File: config.mk
export PLATFORM = sky130hd
export DESIGN_NAME = btn_debounce_pulse_flat
export DESIGN_NICKNAME = d
export VERILOG_FILES = /design/src/rtl/btn_debounce_pulse_pkg.sv /design/src/rtl/btn_debounce_pulse_if.sv /design/src/rtl/sync_2ff.sv /design/src/rtl/btn_debounce_pulse.sv /design/src/flat_wrapper.sv
export SDC_FILE = /design/constraint.sdc
export NUM_CORES = 1
export LEC_CHECK = 0
export ABC_AREA = 0
export CELL_PAD_IN_SITES_DETAIL_PLACEMENT = 1
export CELL_PAD_IN_SITES_GLOBAL_PLACEMENT = 2
export CORE_ASPECT_RATIO = 1.4
export CORE_UTILIZATION = 28
export DETAILED_ROUTE_END_ITERATION = 8
export GPL_ROUTABILITY_DRIVEN = 0
export PLACE_DENSITY = 0.78
export SYNTH_ARGS = -nofsm -noshare
export SYNTH_HDL_FRONTEND = slang
export SYNTH_SLANG_ARGS = --single-unit
export TNS_END_PERCENT = 30
File: constraint.sdc
create_clock -name CLK -period 1.45 [get_ports CLK]
set_clock_uncertainty 0.05 [all_clocks]
set_input_delay 0.2175 -clock CLK [delete_from_list [all_inputs] [get_ports CLK]]
set_output_delay 0.2175 -clock CLK [all_outputs]
set_load 0.005 [all_outputs]
File: src/rtl/btn_debounce_pulse_pkg.sv
// Shared definitions for the push-button conditioner: FSM state encoding,
// the default debounce length and the debounce counter sizing rule.
package btn_debounce_pulse_pkg;

    typedef enum logic [1:0] {
        ST_IDLE        = 2'd0,
        ST_DEB_PRESS   = 2'd1,
        ST_PRESSED     = 2'd2,
        ST_DEB_RELEASE = 2'd3
    } btn_state_e;

    // Short enough to keep simulation fast; boards override it (e.g. 500000).
    localparam int DEBOUNCE_CYCLES_SIM = 4;

    function automatic int deb_cnt_w(input int n);
        return (n < 1) ? 1 : $clog2(n + 1);
    endfunction

endpackage

File: src/rtl/btn_debounce_pulse_if.sv
// Button-side signal bundle: raw button in, conditioned pulse/level/count out.
// The master modport is the conditioner; the slave modport is its consumer.
interface btn_debounce_pulse_if #(
    parameter int CNT_W = 8
);
    logic             BTN_IN;
    logic             X_OUT;
    logic             LEVEL_OUT;
    logic [CNT_W-1:0] PRESS_CNT_OUT;

    modport master (
        input  BTN_IN,
        output X_OUT,
        output LEVEL_OUT,
        output PRESS_CNT_OUT
    );

    modport slave (
        output BTN_IN,
        input  X_OUT,
        input  LEVEL_OUT,
        input  PRESS_CNT_OUT
    );
endinterface

File: src/rtl/sync_2ff.sv
// Two-flop synchroniser for an asynchronous pad input; both flops clear to 0.
// Latency: two CLK edges; no backpressure.
module sync_2ff (
    input  logic CLK,
    input  logic RST,
    input  logic D_IN,
    output logic Q_OUT
);
    logic s1;

    always_ff @(posedge CLK) begin
        if (RST) begin
            s1    <= 1'b0;
            Q_OUT <= 1'b0;
        end else begin
            s1    <= D_IN;
            Q_OUT <= s1;
        end
    end
endmodule

File: src/rtl/btn_debounce_pulse.sv
// Synchronise + debounce a push-button; one-cycle X_OUT per accepted press.
// Latency: X_OUT/LEVEL_OUT rise after edge N+2 of a stable press; no backpressure.
module btn_debounce_pulse
    import btn_debounce_pulse_pkg::*;
#(
    parameter int DEBOUNCE_CYCLES = DEBOUNCE_CYCLES_SIM,
    parameter int CNT_W           = 8
) (
    input  logic                CLK,
    input  logic                RST,
    btn_debounce_pulse_if.master bus
);
    localparam int             DCW      = deb_cnt_w(DEBOUNCE_CYCLES);
    localparam logic [DCW-1:0] CNT_LAST = DCW'(DEBOUNCE_CYCLES - 1);

    logic             s2;
    btn_state_e       state, state_nxt;
    logic [DCW-1:0]   cnt, cnt_nxt;
    logic             x_q, x_nxt;
    logic             level_q, level_nxt;
    logic             press_inc;
    logic [CNT_W-1:0] press_cnt;

    sync_2ff u_sync (
        .CLK   (CLK),
        .RST   (RST),
        .D_IN  (bus.BTN_IN),
        .Q_OUT (s2)
    );

    always_comb begin
        state_nxt = state;
        cnt_nxt   = cnt;
        x_nxt     = 1'b0;
        level_nxt = level_q;
        press_inc = 1'b0;
        case (state)
            ST_IDLE: begin
                if (s2) begin
                    state_nxt = ST_DEB_PRESS;
                    cnt_nxt   = '0;
                end
            end
            ST_DEB_PRESS: begin
                if (!s2) begin
                    state_nxt = ST_IDLE;
                    cnt_nxt   = '0;
                end else if (cnt == CNT_LAST) begin
                    state_nxt = ST_PRESSED;
                    cnt_nxt   = '0;
                    x_nxt     = 1'b1;
                    level_nxt = 1'b1;
                    press_inc = 1'b1;
                end else begin
                    cnt_nxt = cnt + DCW'(1);
                end
            end
            ST_PRESSED: begin
                if (!s2) begin
                    state_nxt = ST_DEB_RELEASE;
                    cnt_nxt   = '0;
                end
            end
            ST_DEB_RELEASE: begin
                // A bounce back to 1 returns to PRESSED without a new pulse.
                if (s2) begin
                    state_nxt = ST_PRESSED;
                    cnt_nxt   = '0;
                end else if (cnt == CNT_LAST) begin
                    state_nxt = ST_IDLE;
                    cnt_nxt   = '0;
                    level_nxt = 1'b0;
                end else begin
                    cnt_nxt = cnt + DCW'(1);
                end
            end
            default: begin
                state_nxt = ST_IDLE;
                cnt_nxt   = '0;
            end
        endcase
    end

    always_ff @(posedge CLK) begin
        if (RST) begin
            state     <= ST_IDLE;
            cnt       <= '0;
            x_q       <= 1'b0;
            level_q   <= 1'b0;
            press_cnt <= '0;
        end else begin
            state   <= state_nxt;
            cnt     <= cnt_nxt;
            x_q     <= x_nxt;
            level_q <= level_nxt;
            if (press_inc) begin
                press_cnt <= press_cnt + CNT_W'(1);
            end
        end
    end

    assign bus.X_OUT         = x_q;
    assign bus.LEVEL_OUT     = level_q;
    assign bus.PRESS_CNT_OUT = press_cnt;
endmodule
File: src/flat_wrapper.sv
// flat-port wrapper written by rule: the top's interface ports become plain ports
module btn_debounce_pulse_flat import btn_debounce_pulse_pkg::*;
#(
    parameter int DEBOUNCE_CYCLES = DEBOUNCE_CYCLES_SIM,
    parameter int CNT_W           = 8
)
  (CLK, RST, bus_BTN_IN, bus_X_OUT, bus_LEVEL_OUT, bus_PRESS_CNT_OUT);
  btn_debounce_pulse_if #(.CNT_W(CNT_W)) bus_i ();
  input  logic CLK;
  input  logic RST;
  input wire logic [$bits(bus_i.BTN_IN)-1:0] bus_BTN_IN;
  output wire logic [$bits(bus_i.X_OUT)-1:0] bus_X_OUT;
  output wire logic [$bits(bus_i.LEVEL_OUT)-1:0] bus_LEVEL_OUT;
  output wire logic [$bits(bus_i.PRESS_CNT_OUT)-1:0] bus_PRESS_CNT_OUT;
  assign bus_i.BTN_IN = bus_BTN_IN;
  assign bus_X_OUT = bus_i.X_OUT;
  assign bus_LEVEL_OUT = bus_i.LEVEL_OUT;
  assign bus_PRESS_CNT_OUT = bus_i.PRESS_CNT_OUT;
  btn_debounce_pulse #(.DEBOUNCE_CYCLES(DEBOUNCE_CYCLES), .CNT_W(CNT_W)) u_core (.CLK(CLK), .RST(RST), .bus(bus_i));
endmodule
==> out/qor.json, run 1 <==
{
  "cp_cell_sequence": "ha_4 -> nand3b_4 -> or4_1 -> a21oi_2",
  "power.share.switching": 0.239,
  "port_buffers": 12,
  "final_nets": 117,
  "ant_nets": 0,
  "number_of_synthesized_flops_with_an_enable_pin": 0,
  "share_comb_of_total_power": 0.066,
  "number_of_sinks_handled_by_clock_tree_synthesis": 17,
  "placed_instance_area_sq_um": 1030,
  "critical_path.reg2reg.startpoint": "u_core.cnt[0]$_SDFFE_PP0P_",
  "clock_tree_from_tritoncts": "built",
  "worst_ir_drop_on_vdd_uv": 340,
  "synth_fp_nets": 87,
  "p_sw_uw": 191,
  "syn_area_per_cell_sq_um": 9.55,
  "ys_seq_area_frac": 0.435,
  "wl_per_cell_um": 14.7,
  "ctsLongestPathBuffers": 2,
  "grtUsageTotal": 0.157,
  "crit_path_max_fanout": 5,
  "postSynth.asyncResetShare": 0,
  "antenna_found_initial": 0,
  "power_report.internal_total_uw": 608,
  "synth_top_flop_cell": "dfxtp_1",
  "rsz0062_at_grt": "yes",
  "worst_setup_path_end_kind": "flop",
  "first_iter_violations": 10,
  "final_layout_size_suffix_gt1_frac": 0.414,
  "initial_core_util": 0.296,
  "maxSlewHeadroom": 0.793,
  "worst_setup_path_start_kind": "flop",
  "synth.top_cell.area_share": 0.435,
  "die_height_um": 64.6,
  "cts_root_buffer": "clkbuf_4",
  "cpLargestDelayFamily": "simple AND/OR/NAND/NOR gates",
  "final.period_utilization": 1.03,
  "routed_wl_um": 2160,
  "clockPowerShare": 0.331,
  "cts-buffers-inserted": 3,
  "row_count": 22,
  "filler_cell_count": 316,
  "place.detailed.hpwl_um": 1500,
  "first_global_vias": 790,
  "cts_htree_levels": 1,
  "via_count": 735,
  "global_route_wire_length_before_repair_um": 3420,
  "holdWs_ps": 415,
  "hold_path.startpoint": "bus_BTN_IN",
  "ys_seq_elements": 17,
  "yosysWarnings": 0,
  "netlist_area_sq_um": 783,
  "post-route-cell-area_sq_um": 1190,
  "grt_max_degree": 10,
  "worst-slew-pin-transition_ps": 309,
  "detail_route.vias_per_cell": 5.00,
  "dieArea_sq_um": 3020,
  "total_power_uw": 799,
  "synth.top_cells.by_area": "dfxtp_1 (43%), a21oi_1 (7.0%), o31ai_1 (4.8%)",
  "die-width_um": 46.7,
  "timing.final.max_slew_violations": 0,
  "cellLeakagePower_nw": 0.620,
  "seq_power_share": 0.602,
  "post-route-worst-setup-slack_ps": -41.8,
  "endpoint_arrival_time_on_the_critical_path_ps": 1670,
  "cp_slowest_stage_delay_ps": 530,
  "endpoints_failing_setup": 1,
  "antenna_cells_inserted": 0,
  "min_path_type": "in -> reg",
  "violations": "setup timing",
  "finalHoldViolCount": 0,
  "worst_setup_startpoint": "u_core.cnt[0]$_SDFFE_PP0P_",
  "worst-path-buf-inv": 0,
  "crit_path_top_delay_cell": "or4_1",
  "ys_types": 32,
  "post_synth_inst_count": 82,
  "worstPathRequired_ps": 1630,
  "route.detailed.drc": 0,
  "synth_common_cells": "dfxtp_1 (17), a21oi_1 (11), o31ai_1 (5), or4_1 (4)",
  "detail_route.first_pass.iterations": 3,
  "max_clock_freq_mhz": 670,
  "post-synth-top-count-cell": "dfxtp_1",
  "boundaryPins": 13,
  "run_status": "finished with violations",
  "max_cap_viol_count": 0,
  "coreArea_sq_um": 2640,
  "cts.clk_slew.worst_paths_ps": 100,
  "clk_latency_ps": 300,
  "synth_top_area_cell": "dfxtp_1",
  "gr-total-overflow": 0,
  "powerDensity_nw_per_um2": 673,
  "finalCriticalPeriod_ps": 1490,
  "synthesis_to_layout_area_growth_pct": 51.6,
  "critPathKind": "reg -> reg"
}
[metal layers]
metal | vias up | global-route usage | wire, um
li1 | 362 | - | -
met1 | 349 | 0.162 | 814
met2 | 15 | 0.276 | 1210
met3 | 9 | 0.0279 | 56
met4 | 0 | 0.0893 | 85
met5 | - | 0 | 0
[layout by cell type, fill, tap and decap left out, types with 2 or more instances in the layout]
master,n
o21ai_0,3
a21oi_2,5
nand2b_1,2
buf_4,16
inv_1,3
dfxtp_2,10
a21oi_1,6
dlymetal6s2s_1,4
nand3b_4,2
dlygate4sd2_1,4
clkbuf_4,3
dfxtp_1,6
o31ai_1,5
nand4b_1,2
nand3_1,2
nand3b_1,2
nor3_1,2
or3_4,2
nor2b_1,3
nand2_1,3
clkdlybuf4s50_1,4
nor2_1,2
or4_1,3
[worst reg2reg max path, cell delays in order (launching register included)]
cell and delay, ps:
dfxtp_2 370, ha_4 170, nand3b_4 120, or4_1 530, a21oi_2 180
[stage by stage]
step           std cells   util  worst slack [ps]  TNS [ps]
2_1_floorplan         82      -              10.8         0
3_3_place_gp         138  0.389             -35.8      -140
3_5_place_dp         138  0.389              -120      -663
4_1_cts              144  0.420             0.979         0
5_1_grt              147  0.449             -72.1      -232
6_report             147  0.449             -41.8     -41.8
[state kept, by name (all words and copies together), names as in the netlist, named ones only]
name / count
u_core.bus.LEVEL_OUT: 1
u_core.u_sync.s1: 1
u_core.cnt: 3
u_core.u_sync.Q_OUT: 1
u_core.state: 1
u_core.bus.PRESS_CNT_OUT: 8
u_core.bus.X_OUT: 1
[layout make-up]
cell class | instances | area (sq um) | share of cell area
Timing Repair Buffer | 29 | 256 | 0.216
Multi-Input combinational cell | 58 | 492 | 0.414
Tap cell | 36 | 45.0 | 0.0379
Inverter | 3 | 11.3 | 0.00948
Sequential cell | 17 | 357 | 0.300
Clock buffer | 4 | 26.3 | 0.0221
[logic make-up (layout without fill, tap and decap cells)]
family / after synthesis / after routing / share of synthesized area
multiplexers: 1 / 1 / 0.0144
AO/OA/AOI/OAI: 21 / 21 / 0.160
XOR/XNOR: 2 / 2 / 0.0224
AND/OR/NAND/NOR: 31 / 32 / 0.292
adder cells (fa/ha/maj): 2 / 2 / 0.0319
buffers and inverters: 8 / 36 / 0.0447
flip-flops: 17 / 17 / 0.435
[power by group through the flow]
stage | registers [mW] | logic [mW] | clock network [mW]
finish | 0.481 | 0.0528 | 0.265
global route | 0.483 | 0.0596 | 0.299
CTS | 0.481 | 0.0537 | 0.274
detailed placement | 0.492 | 0.0527 | 0
global placement | 0.492 | 0.0510 | 0
floorplan | 0.491 | 0.0249 | 0
[timing repair]
item / 4_1_cts / 5_1_grt
gates resized for setup: 19 / 15
endpoints found under the hold margin: 0 / 0
setup buffers: 2 / 2
endpoints found under the setup margin: 15 / 12
gates cloned: 0 / 1
hold buffers: 0 / 0
pin swaps: 0 / 3
[path summary, 6_finish.rpt]
path / endpoint / slack, ps / depth (start not counted)
worst min-delay path: u_core.u_sync.s1$_SDFF_PP0_ / 410 / 2
worst max-delay path: u_core.bus.PRESS_CNT_OUT[3]$_SDFFE_PP0P_ / -40 / 4
worst min register to register: u_core.bus.PRESS_CNT_OUT[4]$_SDFFE_PP0P_ / 430 / 2
worst max register to register: u_core.bus.PRESS_CNT_OUT[3]$_SDFFE_PP0P_ / -40 / 4
Power figures use the tool's default switching activity.
==> run 2, diff against run 1 <==
--- a/config.mk
+++ b/config.mk
@@ -9,10 +9,10 @@
 export CELL_PAD_IN_SITES_DETAIL_PLACEMENT = 1
 export CELL_PAD_IN_SITES_GLOBAL_PLACEMENT = 2
 export CORE_ASPECT_RATIO = 1.4
-export CORE_UTILIZATION = 28
+export CORE_UTILIZATION = 31
 export DETAILED_ROUTE_END_ITERATION = 8
 export GPL_ROUTABILITY_DRIVEN = 0
-export PLACE_DENSITY = 0.78
+export PLACE_DENSITY = 0.81
 export SYNTH_ARGS = -nofsm -noshare
 export SYNTH_HDL_FRONTEND = slang
 export SYNTH_SLANG_ARGS = --single-unit
==> constraint.sdc (replaced) <==
create_clock -name CLK -period 1.7 [get_ports CLK]
set_clock_uncertainty 0.05 [all_clocks]
set_input_delay 0.255 -clock CLK [delete_from_list [all_inputs] [get_ports CLK]]
set_output_delay 0.255 -clock CLK [all_outputs]
set_load 0.005 [all_outputs]
==> run 2 against run 1 <==
- the run now ends clean
- first-iteration DRC count is 10% lower
- die area is 9.3% lower
- largest power group unchanged
- clock power is 18% lower
==> out/qor.json, run 2 (synthesis results as in run 1) <==
{
  "routed_wl_um": 1760,
  "max_clock_freq_mhz": 633,
  "coreArea_sq_um": 2390,
  "final.period_utilization": 0.929,
  "detail_route.first_pass.iterations": 4,
  "route.detailed.drc": 0,
  "endpoints_failing_setup": 0,
  "cp_cell_sequence": "ha_2 -> nand3b_4 -> nor4_2 -> mux2_2",
  "die-width_um": 44.5,
  "run_status": "completed",
  "ant_nets": 0,
  "max_cap_viol_count": 0,
  "grtUsageTotal": 0.147,
  "global_route_wire_length_before_repair_um": 2970,
  "grt_max_degree": 13,
  "row_count": 21,
  "gr-total-overflow": 0,
  "worst-slew-pin-transition_ps": 335,
  "finalHoldViolCount": 0,
  "cpLargestDelayFamily": "simple AND/OR/NAND/NOR gates",
  "cp_slowest_stage_delay_ps": 370,
  "fin_util": 0.420,
  "worst_ir_drop_on_vdd_uv": 334,
  "crit_path_top_delay_cell": "dfxtp_1",
  "crit_path_max_fanout": 12,
  "first_iter_violations": 9,
  "timing.final.max_slew_violations": 0,
  "worstPathRequired_ps": 1830,
  "cts-buffers-inserted": 3,
  "clk_latency_ps": 280,
  "setup_total_negative_slack_ps": 0,
  "filler_cell_count": 273,
  "detailedPlace.worstSlack_ps": 31.2,
  "most-common-layout-cells": "dfxtp_1 (17), clkdlybuf4s50_1 (12), a21oi_1 (11)",
  "ctsLongestPathBuffers": 2,
  "rsz0062_at_grt": "no",
  "place.detailed.hpwl_um": 1350,
  "powerDensity_nw_per_um2": 669,
  "mostFrequentLayoutCell": "dfxtp_1",
  "boundaryPins": 13,
  "initial_core_util": 0.328,
  "antenna_found_initial": 0,
  "first_global_vias": 668,
  "worst_setup_path_end_kind": "flop",
  "dieArea_sq_um": 2730,
  "worst-path-buf-inv": 0,
  "critPathKind": "reg -> reg",
  "cts_root_buffer": "clkbuf_4",
  "cts_htree_levels": 1,
  "final_nets": 104,
  "maxSlewHeadroom": 0.775,
  "finalCriticalPeriod_ps": 1580,
  "clock_tree_from_tritoncts": "built",
  "number_of_sinks_handled_by_clock_tree_synthesis": 17,
  "port_buffers": 12,
  "final_layout_size_suffix_gt1_frac": 0.143,
  "cts.clk_slew.worst_paths_ps": 100,
  "detail_route.vias_per_cell": 5.11,
  "synthesis_to_layout_area_growth_pct": 28.1,
  "antenna_cells_inserted": 0,
  "cellLeakagePower_nw": 0.435,
  "largest_register_ff_count": 8,
  "worst_setup_path_start_kind": "flop",
  "die_height_um": 61.5,
  "endpoint_arrival_time_on_the_critical_path_ps": 1710,
  "post-route-worst-setup-slack_ps": 121,
  "via_count": 674,
  "wl_per_cell_um": 13.3,
  "min_path_type": "reg -> reg"
}
-- run 2: cell types whose count changed in the layout (fill, tap and decap cells not counted), moves of 2 or more --
cell,change
buf_4,-11
dfxtp_1,+11
dfxtp_2,-10
clkdlybuf4s50_1,+8
a21oi_1,+5
a21oi_2,-5
dlygate4sd2_1,-4
dlymetal6s2s_1,-4
or3_1,+2
or3_4,-2
-- run 2: path summary, 6_finish.rpt --
path	slack [ps]	startpoint	depth (start not counted)	end
worst min register to register	410	u_core.u_sync.s1$_SDFF_PP0_	1	u_core.u_sync.Q_OUT$_SDFF_PP0_
worst max-delay path	120	u_core.cnt[0]$_SDFFE_PP0P_	4	u_core.bus.PRESS_CNT_OUT[7]$_SDFFE_PP0P_
worst min-delay path	410	u_core.u_sync.s1$_SDFF_PP0_	1	u_core.u_sync.Q_OUT$_SDFF_PP0_
worst max register to register	120	u_core.cnt[0]$_SDFFE_PP0P_	4	u_core.bus.PRESS_CNT_OUT[7]$_SDFFE_PP0P_
-- run 2: power breakdown --
group	leakage [nW]	switching, mW	total [mW]	internal [mW]
logic	0.282	0.0202	0.0423	0.0221
registers	0.138	0.00584	0.411	0.405
clock network	0.0150	0.127	0.218	0.0910
-- run 2: worst reg2reg max path, stage by stage (launching register included) --
cell      delay (ps)
dfxtp_1          370
ha_2             240
nand3b_4         150
nor4_2           300
mux2_2           360
-- run 2: final cells by class --
cell class,instances,area (sq um),share of cell area
inverters,3,11.3,0.0112
flip-flops and latches,17,340,0.339
multi-input cells,57,425,0.424
clock buffers,4,26.3,0.0262
repair buffers,17,158,0.157
well taps,34,42.5,0.0424
-- run 2: stage by stage --
stage          area, sq um  power, mW  hold slack [ps]  cells
6_report              1000      0.672              411    132
5_1_grt               1000      0.709              438    132
4_1_cts                986      0.681              413    132
3_5_place_dp           960      0.463              390    128
3_3_place_gp           960      0.461              371    128
2_1_floorplan          783      0.440              333     82
-- run 2: metal layers --
layer	vias to the layer above	wire, um	GRT usage
met3	4	36	0.0176
met2	11	985	0.288
li1	333	-	-
met4	0	24	0.0649
met1	326	713	0.153
met5	-	0	0
-- run 2: what timing repair did --
action                                  in CTS  in global routing
buffers inserted                             0                  0
endpoints found under the setup margin       0                  5
gates resized for setup                      0                  3
endpoints found under the hold margin        0                  0
hold buffers                                 0                  0
